File: src/rtl/arm_cond_pkg.sv
`default_nettype none
// ============================================================================
//  Module      : arm_cond_pkg
//  Description : Shared types and constants for the ARM conditional-execution
//                stage: condition-code encoding and NZCV flag bit positions.
//  Revision    : 1.0  initial release
// ============================================================================
package arm_cond_pkg;

  // Instr[31:28] condition field encodings
  typedef enum logic [3:0] {
    EQ = 4'b0000,
    NE = 4'b0001,
    CS = 4'b0010,
    CC = 4'b0011,
    MI = 4'b0100,
    PL = 4'b0101,
    VS = 4'b0110,
    VC = 4'b0111,
    HI = 4'b1000,
    LS = 4'b1001,
    GE = 4'b1010,
    LT = 4'b1011,
    GT = 4'b1100,
    LE = 4'b1101,
    AL = 4'b1110,
    NV = 4'b1111
  } cond_e;

  // Bit positions inside the {N,Z,C,V} flag vector
  localparam int FLAG_N = 3;
  localparam int FLAG_Z = 2;
  localparam int FLAG_C = 1;
  localparam int FLAG_V = 0;

endpackage
`default_nettype wire

File: src/rtl/cond_check.sv
`default_nettype none
// ============================================================================
//  Module      : cond_check
//  Description : Pure combinational condition evaluator. Decides whether an
//                instruction executes from its condition field and the
//                architectural NZCV flags.
//  Revision    : 1.0  initial release
// ============================================================================
module cond_check
  import arm_cond_pkg::*;
(
  input  logic [3:0] Cond,
  input  logic [3:0] Flags,
  output logic       CondEx
);

  logic w_n;
  logic w_z;
  logic w_c;
  logic w_v;

  assign w_n = Flags[FLAG_N];
  assign w_z = Flags[FLAG_Z];
  assign w_c = Flags[FLAG_C];
  assign w_v = Flags[FLAG_V];

  // Condition-code decode; NV (1111) never executes
  always_comb begin
    CondEx = 1'b0;
    case (cond_e'(Cond))
      EQ: CondEx = w_z;
      NE: CondEx = ~w_z;
      CS: CondEx = w_c;
      CC: CondEx = ~w_c;
      MI: CondEx = w_n;
      PL: CondEx = ~w_n;
      VS: CondEx = w_v;
      VC: CondEx = ~w_v;
      HI: CondEx = w_c & ~w_z;
      LS: CondEx = ~w_c | w_z;
      GE: CondEx = (w_n == w_v);
      LT: CondEx = (w_n != w_v);
      GT: CondEx = ~w_z & (w_n == w_v);
      LE: CondEx = w_z | (w_n != w_v);
      AL: CondEx = 1'b1;
      NV: CondEx = 1'b0;
      default: CondEx = 1'b0;
    endcase
  end

endmodule
`default_nettype wire

File: src/rtl/cond_unit.sv
`default_nettype none
// ============================================================================
//  Module      : cond_unit
//  Description : Conditional-execution stage. Evaluates the condition field
//                against the registered NZCV flags, gates PC/register/memory
//                write strobes, supplies the ALU carry-in for RSC, owns the
//                flag register and counts retired/squashed instructions.
//  Revision    : 1.0  initial release
// ============================================================================
module cond_unit
  import arm_cond_pkg::*;
#(
  parameter int CNT_W = 32
) (
  input  logic             clk,
  input  logic             reset,
  input  logic             StepEn,
  input  logic [3:0]       Cond,
  input  logic [3:0]       ALUFlags,
  input  logic [1:0]       FlagW,
  input  logic             PCS,
  input  logic             RegW,
  input  logic             MemW,
  input  logic             RSCSignal,
  output logic             PCSrc,
  output logic             RegWrite,
  output logic             MemWrite,
  output logic             CondEx,
  output logic             CarryIn,
  output logic [3:0]       Flags,
  output logic [CNT_W-1:0] RetiredCount,
  output logic [CNT_W-1:0] SquashedCount
);

  logic [3:0]       flags_q;
  logic [3:0]       flags_d;
  logic [CNT_W-1:0] retired_q;
  logic [CNT_W-1:0] retired_d;
  logic [CNT_W-1:0] squashed_q;
  logic [CNT_W-1:0] squashed_d;
  logic             w_cond_ex;

  // Condition is judged only against the registered flags, so a
  // flag-setting instruction never influences its own execution.
  cond_check u_cond_check (
    .Cond   (Cond),
    .Flags  (flags_q),
    .CondEx (w_cond_ex)
  );

  // Gated strobes and RSC carry-in; reset is deliberately not folded in here
  always_comb begin
    CondEx   = w_cond_ex;
    PCSrc    = PCS  & w_cond_ex & StepEn;
    RegWrite = RegW & w_cond_ex & StepEn;
    MemWrite = MemW & w_cond_ex & StepEn;
    CarryIn  = RSCSignal ? flags_q[FLAG_C] : 1'b0;
  end

  // Next-state: per-group flag writes and one outcome counter per completed instr
  always_comb begin
    flags_d    = flags_q;
    retired_d  = retired_q;
    squashed_d = squashed_q;
    if (StepEn) begin
      if (w_cond_ex) begin
        if (FlagW[1]) begin
          flags_d[FLAG_N] = ALUFlags[FLAG_N];
          flags_d[FLAG_Z] = ALUFlags[FLAG_Z];
        end
        if (FlagW[0]) begin
          flags_d[FLAG_C] = ALUFlags[FLAG_C];
          flags_d[FLAG_V] = ALUFlags[FLAG_V];
        end
        retired_d = retired_q + CNT_W'(1);
      end else begin
        squashed_d = squashed_q + CNT_W'(1);
      end
    end
  end

  // State registers; synchronous reset dominates StepEn
  always_ff @(posedge clk) begin
    if (reset) begin
      flags_q    <= 4'b0000;
      retired_q  <= '0;
      squashed_q <= '0;
    end else begin
      flags_q    <= flags_d;
      retired_q  <= retired_d;
      squashed_q <= squashed_d;
    end
  end

  assign Flags         = flags_q;
  assign RetiredCount  = retired_q;
  assign SquashedCount = squashed_q;

endmodule
`default_nettype wire

File: config.mk
export PLATFORM = sky130hd
export DESIGN_NAME = cond_unit
export DESIGN_NICKNAME = d
export VERILOG_FILES = /design/src/rtl/arm_cond_pkg.sv /design/src/rtl/cond_check.sv /design/src/rtl/cond_unit.sv
export SDC_FILE = /design/constraint.sdc
export NUM_CORES = 1
export LEC_CHECK = 0
export CAP_MARGIN = 5
export CORE_ASPECT_RATIO = 0.5
export CORE_MARGIN = 2
export CORE_UTILIZATION = 50
export CTS_BUF_LIST = sky130_fd_sc_hd__clkbuf_4 sky130_fd_sc_hd__clkbuf_8
export DETAILED_ROUTE_END_ITERATION = 12
export PLACE_DENSITY = 0.82
export SLEW_MARGIN = 5
export SYNTH_ARGS = -nofsm -noshare
export SYNTH_HDL_FRONTEND = slang
export SYNTH_HIERARCHICAL = 1
export SYNTH_SLANG_ARGS = --single-unit
File: constraint.sdc
create_clock -name clk -period 3.6 [get_ports clk]
set_input_delay 0.36 -clock clk [delete_from_list [all_inputs] [get_ports clk]]
set_output_delay 0.36 -clock clk [all_outputs]
set_load 0.005 [all_outputs]
==> results of run 1 <==
## cell families after synthesis
group	count (synthesis)	synth area share, %
AO/OA/AOI/OAI	87	15.3
adder cells (fa/ha/maj)	2	0.748
multiplexers	6	1.91
AND/OR/NAND/NOR	177	30.5
buffers and inverters	33	4.04
XOR/XNOR	26	6.80
flip-flops	68	40.7
## synthesized netlist by cell type, types with 8 or more instances
cell / count
o21ai_0: 14
a21oi_1: 44
dfxtp_1: 68
nand4_1: 21
and4_1: 8
xor2_1: 21
or4_1: 26
o31ai_1: 24
nand3_1: 18
nand2_1: 27
and3_1: 11
nor2_1: 29
or3_1: 12
clkbuf_1: 17
## routing by layer
metal	wire [um]	vias up	track usage, %
met4	99	0	9.08
met5	0	-	0
met2	3960	58	38.2
met1	3590	1539	25.4
met3	338	11	6.39
li1	-	1652	-
## registers in the layout, summed over array words and instances (netlist names)
signal         flops
SquashedCount     32
Flags              4
RetiredCount      32
## critical path, delay by kind of cell
kind	cells	cell delay, ps
AOI/OAI and AO/OA	4	830
buffers and inverters	3	1350
and+or+nand+nor	2	330
## final cells by class
| class | count | share of cell area [%] |
|---|---|---|
| flip-flops and latches | 68 | 30.4 |
| multi-input cells | 298 | 41.3 |
| inverters | 6 | 0.503 |
| repair buffers | 98 | 21.3 |
| clock buffers | 14 | 3.74 |
| well taps | 92 | 2.57 |
| clock inverters | 2 | 0.223 |
## power breakdown
group | internal (uW) | total, uW | switching [uW]
registers | 758 | 766 | 7.63
logic | 52.1 | 96.2 | 44.1
clock network | 298 | 574 | 277
total | 1110 | 1440 | 328
## worst paths after layout
check                                        end  slack (ps)                           start
setup reg to reg  SquashedCount[30]$_SDFFE_PP0P_         550           Flags[0]$_SDFFE_PP0P_
setup / recovery                           PCSrc         380                         Cond[0]
hold reg to reg   SquashedCount[19]$_SDFFE_PP0P_         490  SquashedCount[19]$_SDFFE_PP0P_
hold / removal    SquashedCount[19]$_SDFFE_PP0P_         490  SquashedCount[19]$_SDFFE_PP0P_
## per-stage QoR
stage	util (%)	cells	instance area [sq um]	power [uW]	hold slack [ps]
CTS	68.2	578	4480	1450	492
detailed placement	65.5	562	4300	880	482
finish	68.2	578	4480	1440	489
floorplan	-	399	3350	830	468
global placement	65.5	562	4300	878	473
global route	68.2	578	4480	1500	508
==> flow_metrics.tcl, run 1 <==
set metrics [dict create \
    cts_tree "done" \
    io_pins 90 \
    drc 0 \
    grt_pass1_vias 2707 \
    cp_common_cell "clkdlybuf4s50_1" \
    ys.flop_type "dfxtp_1" \
    gp_congestion 0.798 \
    yosys.area.top_type "dfxtp_1" \
    path_cells "clkdlybuf4s50_1 -> nor2b_1 -> a211oi_1 -> a2111oi_1 -> a311oi_1 -> o22ai_1 -> buf_4 -> and3_1 -> clkdlybuf4s50_1" \
    postCtsHoldBufs 0 \
    end_kind "output port" \
    synth_area_sq_um 3350 \
    synthTopCellsByArea "dfxtp_1, a21oi_1, or4_1, xor2_1, o31ai_1" \
    fin_setup_tns_ps 0 \
    reg2regPathDepth 9 \
    min_period_ps 3220 \
    outcome "completed" \
    setup_violations 0 \
    hold_path_depth 2 \
    firstDrtPassIters 5 \
    nFillCells 519 \
    critical_path_class "input pin to output port" \
    regArea_sq_um 1360 \
    hold_viol_final 0 \
    fp.dieW_um 120 \
    antenna_cells 0 \
    hp-class "flop to flop" \
    path_clk_slew_ps 70 \
    grt_usage_pct 21.5 \
    cts_root_buf "clkbuf_8" \
    drive_gt1_share_pct 7.00 \
    vias 3260 \
    setup_slack_ps 384 \
    die_height_um 61.9 \
    core-area_sq_um 6570 \
    final.period_utilization_pct 89.3 \
    cellPowerDensity_nw_per_um2 321 \
    synth-edff-count 0 \
    htreeDepth 3 \
    layout_common_cells "clkdlybuf4s50_1, dfxtp_1, a21oi_1" \
    rsz0062_at_grt "no" \
    p_leak_uw 0.00146 \
    worst-endpoint-arrival_ps 2860 \
    drt-vias-per-instance 5.64 \
    cts.sinks 68 \
    maxCapViolations 0 \
    wl_per_cell_um 13.8 \
    multi_input_area_sq_um 1850 \
    ys_ff_latch 68 \
    syn_avg_cell_area_sq_um 8.39 \
    finalWirelength_um 7980 \
    drt_iter0_markers 184 \
    cts.path.max_buffers 2 \
    grt_max_degree 50 \
    ys_types 39 \
    tightestPinTransition_ps 915 \
    rows 21 \
    clock_skew_ps 6.50 \
    drv_slew 0 \
    final_antenna_net_count 0 \
    portBuffers 89 \
    max-slew-margin-rel_pct 39.0 \
    die_area_sq_um 7400 \
    critical-path-max-stage-delay_ps 650 \
    pre_cts_slack_ps 81.4 \
    cts-resized-gates 0 \
    synth_top_area_share_pct 40.7 \
    cts_buffers 9 \
    cp_max_fo 8 \
    cts_setup_buffers 0 \
    dpl.hpwl_um 5560 \
    synth_nets 418 \
    cp_slowest_cell "clkdlybuf4s50_1" \
    clk_latency_ps 350 \
    synth_cells 399 \
    synthToLayoutAreaGrowth_pct 33.9 \
    grt_pass1_wl_um 12500 \
    yosysSeqAreaShare_pct 40.7 \
    max_freq_mhz 311 \
    layout_commonest_cell "clkdlybuf4s50_1" \
    critPathRequiredTime_ps 3240 \
    yosysWarnings 6 \
    grt_overflow 0 \
    vdd_drop_max_uv 247 \
    antenna_found_initial 0 \
    synthArstFlopShare_pct 0 \
    nNetsFinal 500 \
    critPathLaunchType "input pin" \
    start_util_pct 51.0 \
]
No activity file was read; power rests on OpenSTA's default activity.
==> run 2, diff against run 1 <==
CTS_CLUSTER_DIAMETER = 80   (was default)
==> results of run 2 <==
Same layout as run 1: the final DEF is identical, and so are final timing and power.
